### config.mk
export PLATFORM = sky130hd
export DESIGN_NAME = seq_divider
export DESIGN_NICKNAME = d
export VERILOG_FILES = /design/src/rtl/div_pkg.sv /design/src/rtl/div_sign_fix.sv /design/src/rtl/seq_divider.sv
export SDC_FILE = /design/constraint.sdc
export NUM_CORES = 1
export LEC_CHECK = 0
export ABC_AREA = 1
export BUFFER_PORTS_ARGS = -buffer_cell sky130_fd_sc_hd__buf_4
export CAP_MARGIN = 20
export CORE_MARGIN = 4
export CORE_UTILIZATION = 55
export DETAILED_ROUTE_END_ITERATION = 10
export PLACE_DENSITY = 0.89
export SETUP_SLACK_MARGIN = 0.5
export SYNTH_ARGS = -nofsm -noshare
export SYNTH_HDL_FRONTEND = slang
export SYNTH_SLANG_ARGS = --single-unit
### constraint.sdc
create_clock -name clk_sig -period 5 [get_ports clk_sig]
set_input_delay 0.25 -clock clk_sig [delete_from_list [all_inputs] [get_ports clk_sig]]
set_output_delay 0.25 -clock clk_sig [all_outputs]
set_load 0.05 [all_outputs]
### src/rtl/div_pkg.sv
// Shared types and constants for the sequential divider, plus a plain-arithmetic
// reference function returning the expected {remainder, quotient}.
package div_pkg;

   typedef enum logic [1:0] {IDLE, CALC, FIX, DONE} state_t;

   localparam logic DIV_SIGNED   = 1'b0;
   localparam logic DIV_UNSIGNED = 1'b1;

   // Valid for 1 <= width <= 63; result is {r[127:64], q[63:0]}, each masked to width.
   function automatic logic [127:0] div_ref(input logic [63:0] a, input logic [63:0] b,
                                            input logic mode, input int width);
      logic [63:0] mask;
      logic [63:0] q;
      logic [63:0] r;
      longint      sa;
      longint      sb;
      mask = (64'd1 << width) - 64'd1;
      if ((b & mask) == 64'd0) begin
         q = mask;
         r = a & mask;
      end else if (mode == DIV_UNSIGNED) begin
         q = (a & mask) / (b & mask);
         r = (a & mask) % (b & mask);
      end else begin
         sa = $signed(a << (64 - width)) >>> (64 - width);
         sb = $signed(b << (64 - width)) >>> (64 - width);
         q  = sa / sb;
         r  = sa % sb;
      end
      return {r & mask, q & mask};
   endfunction

endpackage

### src/rtl/div_sign_fix.sv
// Conditional two's-complement negation of an operand pair; used both to take
// magnitudes of the inputs and to restore the signs of quotient and remainder.
module div_sign_fix #(
   parameter int WIDTH = 32
) (
   input  logic [WIDTH-1:0] a,
   input  logic [WIDTH-1:0] b,
   input  logic             neg_a,
   input  logic             neg_b,
   output logic [WIDTH-1:0] fix_a,
   output logic [WIDTH-1:0] fix_b
);

   // The most negative value maps to itself, which read as unsigned is its magnitude.
   assign fix_a = neg_a ? -a : a;
   assign fix_b = neg_b ? -b : b;

endmodule

### src/rtl/seq_divider.sv
// Radix-2 restoring divider, one quotient bit per cycle, with start/busy/done
// handshake and registered results held until the next operation completes.
module seq_divider
   import div_pkg::*;
#(
   parameter int WIDTH = 32,
   parameter int CNT_W = $clog2(WIDTH) + 1
) (
   input  logic             clk_sig,
   input  logic             rst_sig,
   input  logic             ena_sig,
   input  logic             start,
   input  logic             sign_flag,
   input  logic [WIDTH-1:0] op_a,
   input  logic [WIDTH-1:0] op_b,
   output logic             busy,
   output logic             done,
   output logic             div_zero,
   output logic [WIDTH-1:0] q_out,
   output logic [WIDTH-1:0] r_out
);

   localparam int MSB = WIDTH - 1;

   state_t           state;
   state_t           state_nxt;
   logic [CNT_W-1:0] cnt;
   logic             mode_r;
   logic             neg_q;
   logic             neg_r;
   logic [WIDTH-1:0] divisor;
   logic [WIDTH-1:0] rem;
   logic [WIDTH-1:0] quo;
   logic [WIDTH-1:0] q_res;
   logic [WIDTH-1:0] r_res;

   logic             accept;
   logic             is_signed;
   logic [WIDTH-1:0] abs_a;
   logic [WIDTH-1:0] abs_b;
   logic [WIDTH-1:0] q_fix;
   logic [WIDTH-1:0] r_fix;
   logic [WIDTH:0]   rem_sh;
   logic             ge;
   logic [WIDTH-1:0] rem_nxt;

   assign is_signed = (sign_flag == DIV_SIGNED);
   assign accept    = (state == IDLE) && ena_sig && start;

   div_sign_fix #(.WIDTH(WIDTH)) u_pre (
      .a     (op_a),
      .b     (op_b),
      .neg_a (is_signed & op_a[MSB]),
      .neg_b (is_signed & op_b[MSB]),
      .fix_a (abs_a),
      .fix_b (abs_b)
   );

   div_sign_fix #(.WIDTH(WIDTH)) u_post (
      .a     (quo),
      .b     (rem),
      .neg_a (neg_q & (mode_r == DIV_SIGNED)),
      .neg_b (neg_r & (mode_r == DIV_SIGNED)),
      .fix_a (q_fix),
      .fix_b (r_fix)
   );

   // The partial remainder stays below the divisor, so the restored value fits in WIDTH bits.
   assign rem_sh  = {rem, quo[MSB]};
   assign ge      = (rem_sh >= {1'b0, divisor});
   assign rem_nxt = ge ? WIDTH'(rem_sh - {1'b0, divisor}) : rem_sh[MSB:0];

   always_comb begin
      // NOTE: default first so every path assigns state_nxt and no latch is inferred.
      state_nxt = state;
      if (!ena_sig) begin
         state_nxt = IDLE;
      end else begin
         case (state)
            IDLE:    if (start) state_nxt = CALC;
            CALC:    if (cnt == '0) state_nxt = FIX;
            FIX:     state_nxt = DONE;
            DONE:    state_nxt = IDLE;
            default: state_nxt = IDLE;
         endcase
      end
   end

   // NOTE: sequential state uses non-blocking assignments so every register samples pre-edge values.
   always_ff @(posedge clk_sig or posedge rst_sig) begin
      if (rst_sig) begin
         state <= IDLE;
      end else begin
         state <= state_nxt;
      end
   end

   always_ff @(posedge clk_sig or posedge rst_sig) begin
      if (rst_sig) begin
         cnt      <= '0;
         mode_r   <= DIV_SIGNED;
         neg_q    <= 1'b0;
         neg_r    <= 1'b0;
         div_zero <= 1'b0;
         divisor  <= '0;
         rem      <= '0;
         quo      <= '0;
         q_res    <= '0;
         r_res    <= '0;
      end else if (accept) begin
         cnt      <= CNT_W'(WIDTH - 1);
         mode_r   <= sign_flag;
         neg_q    <= is_signed & (op_a[MSB] ^ op_b[MSB]);
         neg_r    <= is_signed & op_a[MSB];
         div_zero <= (op_b == '0);
         divisor  <= abs_b;
         rem      <= '0;
         quo      <= abs_a;
      end else if (ena_sig && state == CALC) begin
         cnt <= cnt - CNT_W'(1);
         rem <= rem_nxt;
         quo <= {quo[MSB-1:0], ge};
      end else if (ena_sig && state == FIX) begin
         q_res <= div_zero ? '1 : q_fix;
         r_res <= r_fix;
      end
   end

   assign busy  = (state == CALC) || (state == FIX);
   assign done  = (state == DONE);
   assign q_out = ena_sig ? q_res : '0;
   assign r_out = ena_sig ? r_res : '0;

endmodule

==> metrics.csv, run 1 <==
stage,metric,value,unit
finish,mostFrequentLayoutCell,nand2_1,
synth,async_flop_share,1.00,
finish,synthToLayoutAreaGrowth,12.4,%
floorplan,die_height,166,um
synth,netlist.area_leader.share,0.314,
global_route,grt_pass1_vias,12568,
finish,nets,2345,
synth,synth-edff-count,0,
synth,synthAdderAreaFrac,0.0398,
timing,hold_viol_final,0,
clock_network,clockBufferDepth,2,
clock_network,cts.clk_slew.worst_paths,0.08,ns
routing,detail-route-antenna-nets,0,
pwr,p_per_area,768,nW/um^2
clock_network,cts_buffers,17,
global_route,grt_use_total,0.290,
timing,fin_crit_sh,0.748,
synth,synth_xor_area_frac,0.0435,
global_route,gr-total-overflow,0,
routing,via_count,14072,
pwr,power.leakage,8.53,nW
clock_network,cts_root_buf,clkbuf_16,
synth,synth-compound-area-share,0.113,
global_route,grt_max_degree,173,
synth,syn_avg_cell_area,6.39,um^2
place,gp_congestion,0.957,
routing,drc,0,
setup_path,critPathKind,register to register,
clock_network,cts_tree,done,
synth,synth_area,13700,um^2
routing,drt-initial-drc-count,1602,
clock_network,cts_hold_buffers,0,
routing,post_drt_wl_per_cell,16.0,um
clock_network,cts_resized,0,
synth,yosys.area.top_type,dfrtp_1,
setup_path,cp.required,5.34,ns
pwr,ir_drop,366,uV
place,hpwl,31500,um
setup_path,cp_max_fo,55,
finish,final_cell_mix,"639 x nand2_1, 372 x inv_1, 226 x nand3_1",
routing,dr.pass1.iters,6,
pwr,p_sw_frac,0.559,
setup_path,endpoint_kind,register,
pwr,p_seq_frac,0.224,
setup_path,start_kind,register,
pwr,clkPwrFrac,0.114,
clock_network,clock_latency,0.44,ns
pwr,switchingPower,0.00661,W
timing,slew_headroom,0.374,
timing,rsz0062_at_grt,no,
timing,fin_crit,3.74,ns
routing,wirelength,41100,um
finish,diodes,0,
synth,synthMuxAreaShare,0,
floorplan,die_width,166,um
routing,vias_per_cell,5.48,
finish,n_fill_cell,2290,
worst_hold_path,hold_class,input port to asynchronous set/reset pin,
floorplan,io_pins,136,
timing,setup_viol,0,
setup_path,arrival,4.08,ns
clock_network,htreeDepth,4,
synth,synthCells,2144,
global_route,grt_antenna_before_repair,0,
finish,post-route-util,0.631,
synth,synth-main-ff-cell,dfrtp_1,
synth,yosysSeqAreaShare,0.314,
setup_path,r2r_cells,14,
synth,synthTopCellsByArea,"dfrtp_1 31%, nand2_1 18%, inv_1 10%",
floorplan,start_util,0.561,
pwr,intPower,0.00521,W
outcome,status,"complete, no violations",
synth,synth_nets,2256,
floorplan,rows,57,
job,maxCapViolations,0,
timing,tns,0,ns
synth,ys_ff_latch,172,
pwr,power_frac_comb,0.662,
timing,finalMaxSlewViolations,0,
finish,drive_gt1_frac,0.0953,
floorplan,coreArea,24400,um^2
timing,clock-skew-final,0.0144,ns
timing,max_freq,267,MHz
floorplan,dieArea,27500,um^2
synth,synthSimpleGateAreaFrac,0.358,
synth,synth_cell_types,51,
clock_network,cts_setup_buffers,0,
synth,yosysWarnings,0,
synth,synth_top_family_by_area,simple AND/OR/NAND/NOR gates,
global_route,grt_pass1_wl,66100,um
timing,tightest_slew,0.939,ns
place,io_buffers,135,
clock_network,clock-sinks,172,
## cell usage after synthesis, types with 25 or more instances
cell / number
ha_1: 42
dfrtp_1: 172
nor2_1: 165
nand2_1: 639
nand4_1: 25
o21ai_0: 116
nand3_1: 226
xor2_1: 51
a21oi_1: 46
clkbuf_1: 41
nor3_1: 33
inv_1: 373
## power by group through the flow
stage,clock network (W),registers [W],logic (W)
3_5_place_dp,0,0.00262,0.00760
3_3_place_gp,0,0.00260,0.00755
4_1_cts,0.00135,0.00260,0.00768
5_1_grt,0.00141,0.00270,0.00870
2_1_floorplan,0,0.00238,0.00592
6_report,0.00135,0.00264,0.00783
## path summary, 6_finish.rpt
kind | endpoint | slack, ns | start
min reg2reg | divisor[24] | 0.48 | divisor[24]
max in group asynchronous | divisor[25] | 4.24 | rst_sig
max | q_res[18] | 1.26 | state[0]
max reg2reg | q_res[18] | 1.26 | state[0]
min in group clk_sig | neg_q | 0.05 | sign_flag
min | q_res[7] | 0.05 | rst_sig
## per-stage QoR
step | std cells | setup WS (ns) | hold slack [ns] | instance area [um^2] | power (W)
after floorplan | 2144 | 2.55 | 0.346 | 13700 | 0.00830
after global placement | 2538 | 1.43 | 0.466 | 14800 | 0.0102
after detailed placement | 2538 | 1.30 | 0.467 | 14800 | 0.0102
after CTS | 2570 | 1.30 | 0.0414 | 15400 | 0.0116
after global routing | 2570 | 0.910 | 0.0432 | 15400 | 0.0128
final | 2570 | 1.26 | 0.0465 | 15400 | 0.0118
## area by class of cell
class | count | area, um^2 | share of cell area
inverters | 380 | 1440 | 0.0934
well taps | 324 | 405 | 0.0263
repair buffers | 141 | 1070 | 0.0696
clock inverters | 14 | 143 | 0.00926
flip-flops and latches | 172 | 4300 | 0.280
multi-input cells | 1521 | 7600 | 0.493
clock buffers | 18 | 439 | 0.0285
## layer usage
layer | up-vias | track usage | wire length, um
li1 | 6955 | - | -
met1 | 6446 | 0.469 | 20300
met2 | 627 | 0.419 | 17100
met3 | 44 | 0.0355 | 3250
met4 | 0 | 0.0556 | 482
met5 | - | 0 | 0
## state kept, by name, summed over array words and instances, names as in the netlist, 2 cells and up
| register | flops |
|---|---|
| cnt | 6 |
| divisor | 32 |
| q_res | 32 |
| quo | 32 |
| r_res | 32 |
| rem | 32 |
| state | 2 |
## worst max-delay path, cell delays in order, from the launching register on
cell and delay (ns):
dfrtp_1 0.41, inv_1 0.08, ha_1 0.24, nand2_4 0.08, nor2_4 0.05, inv_6 0.31, nand2_4 0.41, inv_4 0.40
nand3_4 0.48, nor2_4 0.56, inv_2 0.22, a21oi_1 0.16, o21ai_0 0.10, o21ai_0 0.08, inv_1 0.05
## cell families after synthesis
kind of cell               Yosys count
DFF                                172
and+or+nand+nor                   1144
xor gates and xnor gates            68
buffers and inverters              451
adders and majority gates           43
AOI/OAI and AO/OA                  266
Power figures use the tool's default switching activity.
==> inputs of run 2 (changes only) <==
--- a/config.mk
+++ b/config.mk
@@ -9,9 +9,9 @@
 export BUFFER_PORTS_ARGS = -buffer_cell sky130_fd_sc_hd__buf_4
 export CAP_MARGIN = 20
 export CORE_MARGIN = 4
-export CORE_UTILIZATION = 55
+export CORE_UTILIZATION = 61
 export DETAILED_ROUTE_END_ITERATION = 10
-export PLACE_DENSITY = 0.89
+export PLACE_DENSITY = 0.93
 export SETUP_SLACK_MARGIN = 0.5
 export SYNTH_ARGS = -nofsm -noshare
 export SYNTH_HDL_FRONTEND = slang
==> constraint.sdc (replaced) <==
create_clock -name clk_sig -period 3.6 [get_ports clk_sig]
set_input_delay 0.18 -clock clk_sig [delete_from_list [all_inputs] [get_ports clk_sig]]
set_output_delay 0.18 -clock clk_sig [all_outputs]
set_load 0.05 [all_outputs]
==> run 2 against run 1 <==
  * The flow now finishes with violations (hold timing)
  * Global-route usage is 4.8 points higher
  * Power rose by 41%
  * Setup slack got worse by 0.58 ns
  * Count of clock-buffer cells in the layout down 1
  * Flip-flop and latch count is the same
  * Die area decreased by 9.4%
  * Design area grew 0.21%
  * Sequential share of layout area is 0.059 points lower
  * First-iteration DRC count up 6.9%
==> metrics.csv, run 2 (synthesis gave the netlist of run 1 again) <==
stage,metric,value,unit,change
clock_network,cts_setup_buffers,0,,unchanged
clock_network,clock_latency,0.45,ns,about the same
timing,fin_crit_sh,0.811,,+0.0628
timing,max_freq,343,MHz,+28%
clock_network,cts_root_buf,clkbuf_16,,
setup_path,cp_max_fo,45,,-18%
pwr,p_per_area,1080,nW/um^2,+40%
finish,post-route-util,0.703,,+0.0714
place,io_buffers,135,,unchanged
global_route,grt_pass1_vias,12801,,+1.9%
routing,vias_per_cell,5.70,,+4.2%
routing,drt-initial-drc-count,1712,,+6.9%
finish,diodes,0,,unchanged
routing,dr.pass1.iters,6,,unchanged
routing,detail-route-antenna-nets,0,,unchanged
pwr,power,0.0166,W,+41%
floorplan,io_pins,136,,unchanged
setup_path,cp.required,3.94,ns,-1.40 ns
setup_path,critPathKind,register to register,,
finish,drive_gt1_frac,0.0980,,+0.00272
timing,finalMaxSlewViolations,0,,unchanged
outcome,violations,hold timing,,
place,hpwl,32100,um,+2.1%
timing,setup_viol,0,,unchanged
clock_network,clock-sinks,172,,unchanged
timing,fin_crit,2.92,ns,-0.821 ns
timing,final.setup.worst_slack,0.680,ns,-0.579 ns
job,maxCapViolations,0,,unchanged
global_route,grt_pass1_wl,66900,um,+1.3%
floorplan,dieArea,24900,um^2,-9.4%
setup_path,start_kind,register,,
routing,wirelength,42200,um,+2.8%
clock_network,cts_tree,done,,
global_route,grt_antenna_before_repair,0,,unchanged
timing,rsz0062_at_grt,no,,
timing,tns,0,ns,unchanged
finish,mostFrequentLayoutCell,nand2_1,,
clock_network,cts_buffers,17,,unchanged
timing,whs,-0.0287,ns,-0.0752 ns
clock_network,clockBufferDepth,2,,unchanged
routing,post_drt_wl_per_cell,16.7,um,+4.2%
clock_network,cts.clk_slew.worst_paths,0.09,ns,about the same
global_route,grt_max_degree,173,,unchanged
worst_hold_path,hold_class,input port to asynchronous set/reset pin,,
floorplan,die_width,158,um,-4.8%
outcome,status,"finished, violations left",,
timing,slew_headroom,0.291,,-0.0836
timing,clock-skew-final,0.0183,ns,+0.00389 ns
floorplan,coreArea,22000,um^2,-10%
timing,hold_viol_final,4,,+4
setup_path,arrival,3.26,ns,-0.82 ns
finish,synthToLayoutAreaGrowth,12.7,%,
finish,nets,2354,,+0.38%
setup_path,r2r_cells,14,,unchanged
place,gp_congestion,1.02,,+6.3%
floorplan,die_height,158,um,-4.8%
floorplan,start_util,0.624,,+0.0622
place,post-place-ws,0.723,ns,-0.580 ns
routing,drc,0,,unchanged
global_route,gr-total-overflow,0,,unchanged
pwr,ir_drop,513,uV,+40%
global_route,grt_use_total,0.338,,+0.0481
pwr,power.leakage,8.58,nW,+0.58%
floorplan,rows,54,,-5.3%
finish,final_cell_mix,"639 x nand2_1, 372 x inv_1, 226 x nand3_1",,
routing,via_count,14457,,+2.7%
timing,tightest_slew,1.06,ns,+0.121 ns
clock_network,htreeDepth,4,,unchanged
setup_path,endpoint_kind,register,,
-- run 2: what timing repair did --
action                     CTS  global route
hold buffers                 1             0
hold endpoints to repair     1             0
setup endpoints to repair    0             1
gates resized for setup      0             1
-- run 2: layout make-up --
cell class	count	area [um^2]
multi-input cells	1522	7600
fillers	1886	6530
flip-flops and latches	172	4300
inverters	380	1440
repair buffers	149	1130
clock buffers	17	425
well taps	280	350
clock inverters	15	175
-- run 2: report_power, final --
group          total, W  internal (W)  switching (W)
clock network   0.00190      0.000940       0.000963
registers       0.00369       0.00280       0.000896
logic            0.0110       0.00352        0.00750
total            0.0166       0.00726        0.00936
-- run 2: final timing paths --
| check | start | to | slack [ns] |
|---|---|---|---|
| hold / removal | rst_sig | q_res[5] | -0.03 |
| hold reg to reg | divisor[16] | divisor[16] | 0.49 |
| min in group clk_sig | op_b[13] | divisor[13] | 0.03 |
| setup reg to reg | state[0] | q_res[18] | 0.68 |
| setup / recovery | state[0] | q_res[18] | 0.68 |
| max in group asynchronous | rst_sig | rem[6] | 2.94 |
-- run 2: worst max-delay path: stages, from the launching register on --
cell,delay (ns)
dfrtp_1,0.41
inv_1,0.10
ha_1,0.25
nand2_4,0.09
nor2_4,0.05
inv_6,0.06
nand2_4,0.28
inv_6,0.33
nand3_4,0.18
nor2_4,0.32
inv_2,0.19
a21oi_1,0.20
o21ai_0,0.15
o21ai_0,0.12
inv_1,0.07
-- run 2: layer usage --
metal	wire, um	track usage	part of all wire	vias to the layer above
met1	19300	0.530	0.46	6617
met4	790	0.0750	0.019	0
met3	4660	0.0528	0.11	64
met2	17500	0.494	0.41	797
met5	0	0	0	-
li1	-	-	-	6979
-- run 2: through the flow --
step                hold WS [ns]  cell area (um^2)  instances
floorplan                  0.276             13700       2144
global route              0.0384             15400       2535
global placement           0.403             14800       2501
CTS                       0.0214             15400       2534
finish                   -0.0287             15400       2535
detailed placement         0.420             14800       2501
